$ cat src/rtl/pt2262_frame_encoder.sv
// PT2262-style tri-state remote-control frame encoder.
// Emits CODE_TRITS code trits (32 alpha each) followed by a 128-alpha sync, repeating at least MIN_FRAMES times.
//
// state  | meaning
// -------+--------------------------------------------------
// S_IDLE | waiting for TX_EN on an alpha tick, DOUT low
// S_CODE | emitting code trit idx_q, alpha slot alpha_q (0..31)
// S_SYNC | emitting sync, alpha slot alpha_q (0..127)
module pt2262_frame_encoder #(
   parameter int CODE_TRITS = 12,
   parameter int MIN_FRAMES = 4
) (
   input  logic                    INPUT_CLK,
   input  logic                    RST,
   input  logic                    OSC_CLK_IN,
   input  logic                    TX_EN,
   input  logic [2*CODE_TRITS-1:0] CODE,
   output logic                    DOUT,
   output logic                    BUSY,
   output logic                    FRAME_DONE
);

   localparam int IW = (CODE_TRITS > 1) ? $clog2(CODE_TRITS) : 1;
   localparam int FW = $clog2(MIN_FRAMES + 1);
   localparam logic [IW-1:0] LAST_IDX = IW'(CODE_TRITS - 1);
   localparam logic [FW-1:0] FRM_SAT  = FW'(MIN_FRAMES);

   localparam logic [1:0] S_IDLE = 2'd0;
   localparam logic [1:0] S_CODE = 2'd1;
   localparam logic [1:0] S_SYNC = 2'd2;

   logic                    osc_dly_q;
   logic                    tick;
   logic [1:0]              state_q, state_d;
   logic [IW-1:0]           idx_q, idx_d;
   logic [6:0]              alpha_q, alpha_d;
   logic [FW-1:0]           frm_q, frm_d;
   logic [2*CODE_TRITS-1:0] shadow_q, shadow_d;
   logic                    dout_q, dout_d;
   logic                    busy_q;
   logic                    done_q, done_d;
   logic [1:0]              trit;

   assign tick = OSC_CLK_IN & ~osc_dly_q;

   always_comb begin
      state_d  = state_q;
      idx_d    = idx_q;
      alpha_d  = alpha_q;
      frm_d    = frm_q;
      shadow_d = shadow_q;
      done_d   = 1'b0;
      if (tick) begin
         case (state_q)
            S_IDLE: begin
               if (TX_EN) begin
                  shadow_d = CODE;
                  frm_d    = '0;
                  idx_d    = '0;
                  alpha_d  = '0;
                  state_d  = S_CODE;
               end
            end
            S_CODE: begin
               if (alpha_q == 7'd31) begin
                  alpha_d = '0;
                  if (idx_q == LAST_IDX) state_d = S_SYNC;
                  else                   idx_d   = idx_q + 1'b1;
               end else begin
                  alpha_d = alpha_q + 7'd1;
               end
            end
            S_SYNC: begin
               if (alpha_q == 7'd127) begin
                  done_d  = 1'b1;
                  alpha_d = '0;
                  idx_d   = '0;
                  if (frm_q != FRM_SAT) frm_d = frm_q + 1'b1;
                  // back-to-back restart: next frame begins on this same tick
                  if (TX_EN || (frm_d < FRM_SAT)) begin
                     shadow_d = CODE;
                     state_d  = S_CODE;
                  end else begin
                     state_d  = S_IDLE;
                  end
               end else begin
                  alpha_d = alpha_q + 7'd1;
               end
            end
            default: state_d = S_IDLE;
         endcase
      end
   end

   assign trit = shadow_d[{idx_d, 1'b0} +: 2];

   // DOUT reflects the slot held after this edge, so the first high appears on the entering tick
   always_comb begin
      dout_d = 1'b0;
      case (state_d)
         S_CODE: begin
            case (trit)
               2'b00:   dout_d = (alpha_d < 7'd4)  || ((alpha_d >= 7'd16) && (alpha_d < 7'd20));
               2'b11:   dout_d = (alpha_d < 7'd12) || ((alpha_d >= 7'd16) && (alpha_d < 7'd28));
               default: dout_d = (alpha_d < 7'd4)  || ((alpha_d >= 7'd16) && (alpha_d < 7'd28));
            endcase
         end
         S_SYNC:  dout_d = (alpha_d < 7'd4);
         default: dout_d = 1'b0;
      endcase
   end

   always_ff @(posedge INPUT_CLK or negedge RST) begin
      if (!RST) begin
         osc_dly_q <= 1'b1;
         state_q   <= S_IDLE;
         idx_q     <= '0;
         alpha_q   <= '0;
         frm_q     <= '0;
         shadow_q  <= '0;
         dout_q    <= 1'b0;
         busy_q    <= 1'b0;
         done_q    <= 1'b0;
      end else begin
         osc_dly_q <= OSC_CLK_IN;
         state_q   <= state_d;
         idx_q     <= idx_d;
         alpha_q   <= alpha_d;
         frm_q     <= frm_d;
         shadow_q  <= shadow_d;
         dout_q    <= dout_d;
         busy_q    <= (state_d != S_IDLE);
         done_q    <= done_d;
      end
   end

   assign DOUT       = dout_q;
   assign BUSY       = busy_q;
   assign FRAME_DONE = done_q;

endmodule

$ cat config.mk
export PLATFORM = sky130hd
export DESIGN_NAME = pt2262_frame_encoder
export DESIGN_NICKNAME = d
export VERILOG_FILES = /design/src/rtl/pt2262_frame_encoder.sv
export SDC_FILE = /design/constraint.sdc
export NUM_CORES = 1
export LEC_CHECK = 0
export CORE_UTILIZATION = 46
export DETAILED_ROUTE_END_ITERATION = 10
export MAX_ROUTING_LAYER = met4
export PLACE_DENSITY = 0.74
export SLEW_MARGIN = 25
export SYNTH_ARGS = -nofsm -noshare
export SYNTH_HDL_FRONTEND = slang
export SYNTH_SLANG_ARGS = --single-unit
export TNS_END_PERCENT = 100
$ cat constraint.sdc
create_clock -name INPUT_CLK -period 4.39 [get_ports INPUT_CLK]
set_clock_uncertainty 0.1 [all_clocks]
set_input_delay 0.878 -clock INPUT_CLK [delete_from_list [all_inputs] [get_ports INPUT_CLK]]
set_output_delay 0.878 -clock INPUT_CLK [all_outputs]
set_load 0.01 [all_outputs]
# After elaboration in Yosys (flattened, before gate mapping)
# Cells that the tools add are included.
# Widths: inputs -> output; s select.
[op_classes] order_cmp=6 muxes=35 bitwise_logic=2 n_addsub=3 eq_ne=11 n_reduce_logical=11 n_shift=1
[ops] cell="$mux 24" count=4
[ops] cell="$pmux 24 s2" count=1
[ops] cell="$mux 7" count=4
[ops] cell="$shiftx 24x6->2" count=1
[ops] cell="$pmux 7 s3" count=1
[ops] cell="$mux 4" count=5
[ops] cell="$mux 3" count=6
[ops] cell="$lt 7x5->1 const B" count=2
[ops] cell="$pmux 4 s3" count=1
[ops] cell="$mux 2" count=5
[ops] cell="$add 7x1->7 const B" count=1
[ops] cell="$eq 7x5->1 const B" count=1
[ops] cell="$eq 7x7->1 const B" count=1
[ops] cell="$ge 7x5->1 const B" count=1
[ops] cell="$lt 7x3->1 const B" count=1
[ops] cell="$lt 7x4->1 const B" count=1
[ops] cell="$eq 2x2->1 const B" count=3
[ops] cell="$pmux 2 s3" count=1
[ops] cell="$pmux 3 s2" count=1
[ops] cell="$add 4x1->4 const B" count=1
[ops] cell="$eq 2x1->1 const B" count=2
[ops] cell="$eq 4x4->1 const B" count=1
[ops] cell="$logic_not 2->1" count=2
[ops] cell="$logic_or 1x1->1" count=4
[ops] cell="other kinds (11)" count=18
[word_totals] out_inout_bits=3 elab_cells=78 input_bits=28 ff_bits=44

# Depth between registers and ports, before layout
# Gate-level depths: netlist (run 1).
[logic_depth] word_depth=15 depth_mapped=14 ltp_nobuf=13

# Worst setup path after synthesis (run 1)
# Ideal clock, no wire load.
[synth_timing] kind="input-to-reg" startpoint="input TX_EN" endpoint="register dout_q (netlist: DOUT)" arrival_time_ns=3.107 required_ns=4.187 path_buffers=2 cell_stages=12 setup_ns=0.103 setup_slack_ns=1.079 cell_sequence="or2_2 o211a_1 buf_4 nand2_4 buf_2 mux2_2 o2111ai_1 nand4_1 nor3_1 a21o_2 a21oi_1 o41ai_2"
[synth_via] elab_chain_cells=9 elab_cells_between_ends=34 cone_classes="order compare: 5; eq/ne: 3; shift: 1; mux: 18; reduce/logical: 7"
[synth_rtl] item="start: declaration" line="16" rtl="input logic TX_EN,"
[synth_rtl] item="$logic_or 1x1->1" line="80" rtl="if (TX_EN || (frm_d < FRM_SAT)) begin"
[synth_rtl] item="$mux 24" line="80"
[synth_rtl] item="$mux 24" line="74" rtl="if (alpha_q == 7'd127) begin"
[synth_rtl] item="$pmux 24 s2 (*)" line="54" rtl="case (state_q)"
[synth_rtl] item="$mux 24 (*)" line="53" rtl="if (tick) begin"
[synth_rtl] item="via shadow_d[10]" line="38" rtl="logic [2*CODE_TRITS-1:0] shadow_q, shadow_d;"
[synth_rtl] item="$shiftx 24x6->2 (*)" line="95" rtl="assign trit = shadow_d[{idx_d, 1'b0} +: 2];"
[synth_rtl] item="$eq 2x2->1 or $logic_not 2->1 (tied branches)" line="102" rtl="case (trit)"
[synth_rtl] item="$pmux 1 s2 (*)" line="102"
[synth_rtl] item="$pmux 1 s2 (*)" line="100" rtl="case (state_d)"
[synth_rtl] item="via dout_d" line="39" rtl="logic dout_q, dout_d;"
[synth_rtl] item="end signal: assignment" line="131" rtl="dout_q <= dout_d;"
[synth_rtl] item="end: declaration" line="39"
# Mark *: on every way through the listed nets, which the timed path passes. The rest lies on a longest branch.
# A chain may end at the register's enable or synchronous reset.

# Worst setup path after layout (run 1)
[layout_timing] startpoint="input OSC_CLK_IN" endpoint="register dout_q (netlist: DOUT)"
[layout_via] elab_cells_between_ends=22 cone_classes="order compare: 5; eq/ne: 3; shift: 1; mux: 6; bitwise: 1; reduce/logical: 6"
[layout_rtl] item="start: declaration" line="15" rtl="input logic OSC_CLK_IN,"
[layout_rtl] item="$and 1x1->1 (*)" line="44" rtl="assign tick = OSC_CLK_IN & ~osc_dly_q;"
[layout_rtl] item="$mux 4 (*)" line="53"
[layout_rtl] item="via idx_d[1]" line="35" rtl="logic [IW-1:0] idx_q, idx_d;"
[layout_rtl] item="$shiftx 24x6->2 (*)" line="95"
[layout_rtl] item="$eq 2x2->1 or $logic_not 2->1 (tied branches)" line="102"
[layout_rtl] item="$pmux 1 s2 (*)" line="102"
[layout_rtl] item="$pmux 1 s2 (*)" line="100"
[layout_rtl] item="via dout_d" line="39"
# Marks and branches as above.

==> results of run 1 <==
## through the flow
step	worst slack [ns]	instances	util	total power [mW]
after floorplan	1.08	252	-	0.808
after global placement	0.317	344	0.551	0.917
after detailed placement	0.176	344	0.551	0.925
after CTS	0.471	352	0.574	1.26
after global routing	0.207	352	0.574	1.33
final	0.451	352	0.574	1.25
## state kept, by name, indices dropped and copies added, names as in the netlist
register	cells
idx_q	4
FRAME_DONE	1
shadow_q	24
state_q	2
DOUT	1
osc_dly_q	1
BUSY	1
frm_q	3
alpha_q	7
## cell usage in the layout (no fill, tap or decap), types with 2 or more instances in the layout
master	instances
clkbuf_8	6
inv_1	15
mux2i_1	7
nand3_1	14
a211oi_1	2
buf_4	4
o2111ai_1	8
a21oi_1	6
nand2_1	21
clkdlybuf4s50_1	29
and3_1	3
a31oi_1	4
mux2_2	16
nor3_1	6
ha_1	7
and2_1	5
o21ai_0	17
o21bai_1	2
a21o_1	2
nand4_1	12
o31ai_1	4
nand3b_1	2
dfrtp_1	43
a32o_1	2
nand2b_1	2
a32oi_1	2
nor2_1	8
## layout make-up
class | instances | area, um2 | area share
inverter | 15 | 56.3 | 0.0187
clock buffer | 6 | 82.6 | 0.0275
tap | 70 | 87.6 | 0.0291
timing repair buffer | 33 | 320 | 0.106
clock inverter | 2 | 38.8 | 0.0129
sequential | 44 | 1100 | 0.366
multi-input combinational | 182 | 1320 | 0.439
## report_power, final
| part | switching (mW) | total [mW] | internal, mW | leakage, nW |
|---|---|---|---|---|
| sequential | 0.0467 | 0.562 | 0.515 | 0.554 |
| clock | 0.147 | 0.333 | 0.186 | 0.0614 |
| combinational | 0.183 | 0.359 | 0.176 | 0.758 |
## final timing paths
kind / start / end
min in group asynchronous: RST / shadow_q[10]$_DFF_PN0_
max in group asynchronous: RST / osc_dly_q$_DFF_PN1_
max: OSC_CLK_IN / DOUT$_DFF_PN0_
min reg2reg: shadow_q[18]$_DFF_PN0_ / shadow_q[18]$_DFF_PN0_
min: shadow_q[18]$_DFF_PN0_ / shadow_q[18]$_DFF_PN0_
max reg2reg: alpha_q[0]$_DFF_PN0_ / DOUT$_DFF_PN0_
## layer usage
layer | wire length (um) | up-vias | GRT usage
li1 | - | 1006 | -
met1 | 2690 | 1009 | 0.278
met2 | 2610 | 43 | 0.324
met3 | 203 | 6 | 0.0417
met4 | 40 | 0 | 0.0462
met5 | 0 | - | -
## cells by family (layout without fill, tap and decap cells)
family                     count (synthesis)  count (layout)  synth area share
xor gates and xnor gates                   2               2           0.00681
buffers and inverters                     26              56            0.0588
DFF                                       44              44             0.428
and+or+nand+nor                           84              84             0.181
AOI/OAI and AO/OA                         66              66             0.194
muxes                                     23              23            0.0972
adders and majority gates                  7               7            0.0340
## Yosys cell counts, types with 2 or more instances
cell type	instances	area (um2)
nand3_1	14	70.1
mux2i_1	7	70.1
a31oi_1	4	25.0
o21ai_0	17	85.1
nand3b_1	2	15.0
buf_4	3	22.5
a211oi_1	2	15.0
mux2_2	16	180
buf_6	3	33.8
nor3_1	6	30.0
a21oi_1	6	30.0
ha_1	7	87.6
o21bai_1	2	15.0
nor2_1	8	30.0
o31ai_1	4	30.0
nand2b_1	2	12.5
nand4_1	12	75.1
dfrtp_1	43	1080
nand2_1	21	78.8
a32o_1	2	20.0
o2111ai_1	8	70.1
and3_1	3	18.8
inv_1	15	56.3
and2_1	5	31.3
a32oi_1	2	17.5
a21o_1	2	15.0
buf_2	3	15.0
## worst max-delay path, cell delays in order
cell and delay (ns):
clkdlybuf4s50_1 0.58, nand2b_4 0.10, a211o_1 0.42, o21a_1 0.24
a311oi_2 0.52, inv_1 0.22, o2111ai_1 0.14, nand4_1 0.16
nor3_1 0.31, a21o_2 0.14, a21oi_1 0.06, o41ai_2 0.27
==> run metrics, run 1 <==
status complete, no violations; Detail Route Antenna Nets 0; Clock Sinks 44; clock buffer depth 2; GRT Util Overall 0.207; Post-layout nets 316; final instance area 3010 um2; starting density of the core 0.491; Primary FF master, synth dfrtp_1; GPL Wtd Cong 0.870; post-synthesis sequential area ratio 0.428; initial antenna violation count 0; Final setup viols 0; via count 2,064; CP required 4.50 ns; clk slew on worst S/H paths around 0.09 ns; Final Slew Violations 0; Peak VDD IR roughly 0.19 mV; Buffers on Ports 30; Warnings, synthesis 0; worst r2r path cells 12; CTS tree yes; placed inst area 2880 um2; Synthesized Nets between 200 and 300; Lkg Pwr 1.37 nW; die area between 5000 and 6000 um2; layout cell share with drive strength beyond 1 0.145; pwr dens 417 nW/um2; drt first pass iters 4; dpl hpwl 3950 um; row cnt 26; Filler cells 451; clock latency on the worst-skew pair 0.30 ns; Die X-Extent ~77 um; vias in the first global route 1,947; Synth Register Bits 44; Root Driver clkbuf_8; first-pass GRT wire length 9440 um; Yosys cell types 60; postcts setup bufs 0; type of the tightest min-delay check reg2reg; # IOs 31; EDFF count, synth 0; Slew @ Worst Pin approximately 0.66 ns; Total Wirelength approximately 5500 um; crit end category flip-flop; crit path time final 3.94 ns; post-synthesis cell area 2570 um2; ant diodes 0; worst-path maximum fanout 10; GR Overflow Total 0; unrepaired setup endpoints after global routing false; CTS Buf Count 5; hold_buf cts 0; Die Y 76.8 um; FFs w/ async S/R, synth 1.00; Gates resized, CTS repair 0; maximum capacitance violations 0; worst setup path class in2reg; Synth Instances 252; Slew headroom 0.556; vias per cell around 5.9; worst path arrival time 4.05 ns; Layout area overhead 16.9%; Initial DRC Count about 140; hold path depth 1; H-tree depth 2; Fin. Hold Viols 0; DR WL/cell 15.7 um; WHS ~0.41 ns; largest net degree at the start of global routing 45; period utilisation layout 0.897; R2R Setup Slk 0.83 ns; core area 5240 um2; setup TNS 0 ns; DRC 0; Avg Inst Size Synth 10.2 um2; crit start category primary input; highest clock rate 254 MHz
No activity file was read; power rests on OpenSTA's default activity.
==> inputs of run 2 (changes only) <==
Settings changed: CTS_BUF_LIST from default to sky130_fd_sc_hd__clkbuf_4 sky130_fd_sc_hd__clkbuf_8, HOLD_SLACK_MARGIN from default to 0.03, PLACE_DENSITY 0.74 to 0.76.
Clock period 4.39 ns to 3.2 ns, I/O delays scaled along.
==> run 2 against run 1 <==
  * Final cell count is 8.0% higher
  * Core utilization is 4.7 points higher
  * Critical path depth is 1 lower
  * Register-to-register slack worse by 0.64 ns
  * Total power is 32% higher
  * Largest power group unchanged
==> run metrics, run 2 (synthesized netlist as in run 1, its figures left out) <==
status complete, no violations; DRC 0; maximum capacitance violations 0; switch share 0.320; Clock Sinks 44; row cnt 26; CP Cell Sequence ha_2 -> and4_4 -> a31oi_2 -> o21a_1 -> a311oi_2 -> buf_4 -> mux2i_1 -> a41oi_1 -> a221oi_2 -> a21oi_1 -> o41ai_2; hold_buf cts 0; setup TNS 0 ns; Lkg Pwr 1.51 nW; Comb pwr share 0.326; GR Overflow Total 0; max incr delay on CP between 0.4 and 0.5 ns; vias in the first global route roughly 2,200; Biggest register shadow_q; Fin. Hold Viols 0; dpl hpwl between 4000 and 5000 um; most frequent cells in the layout 43 x dfrtp_1, 30 x buf_4, 27 x clkdlybuf4s50_1; crit end category flip-flop; Internal ~1.1 mW; starting density of the core 0.491; Die X-Extent around 77 um; CTS Buf Count 5; worst path arrival time 3.12 ns; R2R Setup Slk 0.19 ns; CP max stage cell dfrtp_1; layout cell share with drive strength beyond 1 0.245; registers with the most flip-flops shadow_q x24, alpha_q x7, idx_q x4; period utilisation layout 0.941; largest net degree at the start of global routing 45; Slew @ Worst Pin 0.551 ns; worst-path maximum fanout 8; crit path time final 3.01 ns; # IOs 31; die area just under 6000 um2; WHS 0.218 ns; metal2 WL 2800 um; CTS tree yes; GRT Util Overall 0.220; highest clock rate 332 MHz; Overall Power 1.66 mW; DR WL/cell 15.8 um; Final setup viols 0; met1 wire length 2800 um; CP required 3.30 ns; most common cell after layout, fill and taps aside dfrtp_1; max FFs per register 24; Initial DRC Count 139; clock latency on the worst-skew pair 0.30 ns; clock buffer depth 2; H-tree depth 2; Total Wirelength about 6000 um; Slew headroom 0.632; first-pass GRT wire length 10,200 um; Root Driver clkbuf_8; Final Slew Violations 0; Post-layout nets approximately 350; drt first pass iters 4; core area 5240 um2; ant diodes 0; DR top layer met4; WL met3 338 um; pwr dens 509 nW/um2; Peak VDD IR 0.354 mV; via count 2,248; Buffers on Ports 30; register share of total power 0.468; GPL Wtd Cong 0.827; Buf+Inv Stages, Crit Path 1; worst setup path class reg2reg; Layout area overhead 26.4%; Sw Pwr 530 uW; Die Y 76.8 um; initial antenna violation count 0; crit start category flip-flop; vias per cell 5.92; Detail Route Antenna Nets 0; Clock Power Share 0.206; clk slew on worst S/H paths 0.09 ns; type of the tightest min-delay check in2async; CP delay by family, top compound AO/OA/AOI/OAI gates
==> run 2: cell types whose count changed in the layout (fill, tap and decap cells not counted), sizes merged <==
cell | before | now
dlymetal6s2s | 0 | 2
nand2 | 22 | 23
bufinv | 1 | 0
clkinvlp | 0 | 1
clkdlybuf4s50 | 29 | 27
clkbuf | 6 | 5
buf | 4 | 32
==> run 2: area by class of cell <==
cell class,count,area (um2)
inverter,15,56.3
clock buffer,5,68.8
timing repair buffer,61,561
tap,70,87.6
sequential,44,1100
clock inverter,2,12.5
fill,434,1980
multi-input combinational,183,1370
==> run 2: metal layers <==
metal	vias to the layer above	track usage
met5	-	-
met4	0	0.0808
met3	11	0.0417
met2	76	0.335
met1	1103	0.291
li1	1058	-
==> run 2: power by group through the flow <==
| stage | Combinational (mW) | Clock, mW | Sequential (mW) |
|---|---|---|---|
| after floorplan | 0.348 | 0 | 0.761 |
| after global placement | 0.503 | 0 | 0.774 |
| after detailed placement | 0.520 | 0 | 0.783 |
| final | 0.540 | 0.341 | 0.776 |
| after CTS | 0.528 | 0.352 | 0.772 |
| after global routing | 0.593 | 0.384 | 0.788 |
==> run 2: metrics by stage <==
step           std cells  setup WS (ns)  instance area, um2   util
6_report             380          0.187                3250  0.621
5_1_grt              380       -0.00245                3250  0.621
4_1_cts              376        0.00380                3190  0.609
3_5_place_dp         369         -0.328                3100  0.591
3_3_place_gp         369         -0.257                3100  0.591
2_1_floorplan        252          0.127                2570      -
==> run 2: final timing paths <==
kind	startpoint	end	cells past startpoint
max	alpha_q[0]$_DFF_PN0_	DOUT$_DFF_PN0_	11
min	RST	shadow_q[6]$_DFF_PN0_	1
max reg2reg	alpha_q[0]$_DFF_PN0_	DOUT$_DFF_PN0_	11
min reg2reg	shadow_q[17]$_DFF_PN0_	shadow_q[17]$_DFF_PN0_	1
max in group asynchronous	RST	idx_q[3]$_DFF_PN0_	1
min in group INPUT_CLK	shadow_q[17]$_DFF_PN0_	shadow_q[17]$_DFF_PN0_	1
==> run 2: worst reg2reg max path, stage by stage (launching register included) <==
cell	delay (ns)
dfrtp_1	0.41
ha_2	0.25
and4_4	0.29
a31oi_2	0.18
o21a_1	0.22
a311oi_2	0.22
buf_4	0.20
mux2i_1	0.23
a41oi_1	0.16
a221oi_2	0.32
a21oi_1	0.08
o41ai_2	0.27
==> run 2: repair_timing <==
item,4_1_cts,5_1_grt
resized for setup,2,9
pin swaps,0,6
cloned,0,1
buffers inserted,0,3
setup endpoints to repair,1,1
==> inputs of run 3 (changes only) <==
Settings changed: GPL_ROUTABILITY_DRIVEN from default to 1.
==> results of run 3 <==
The final DEF is identical to that of run 2; final timing and power are the same.
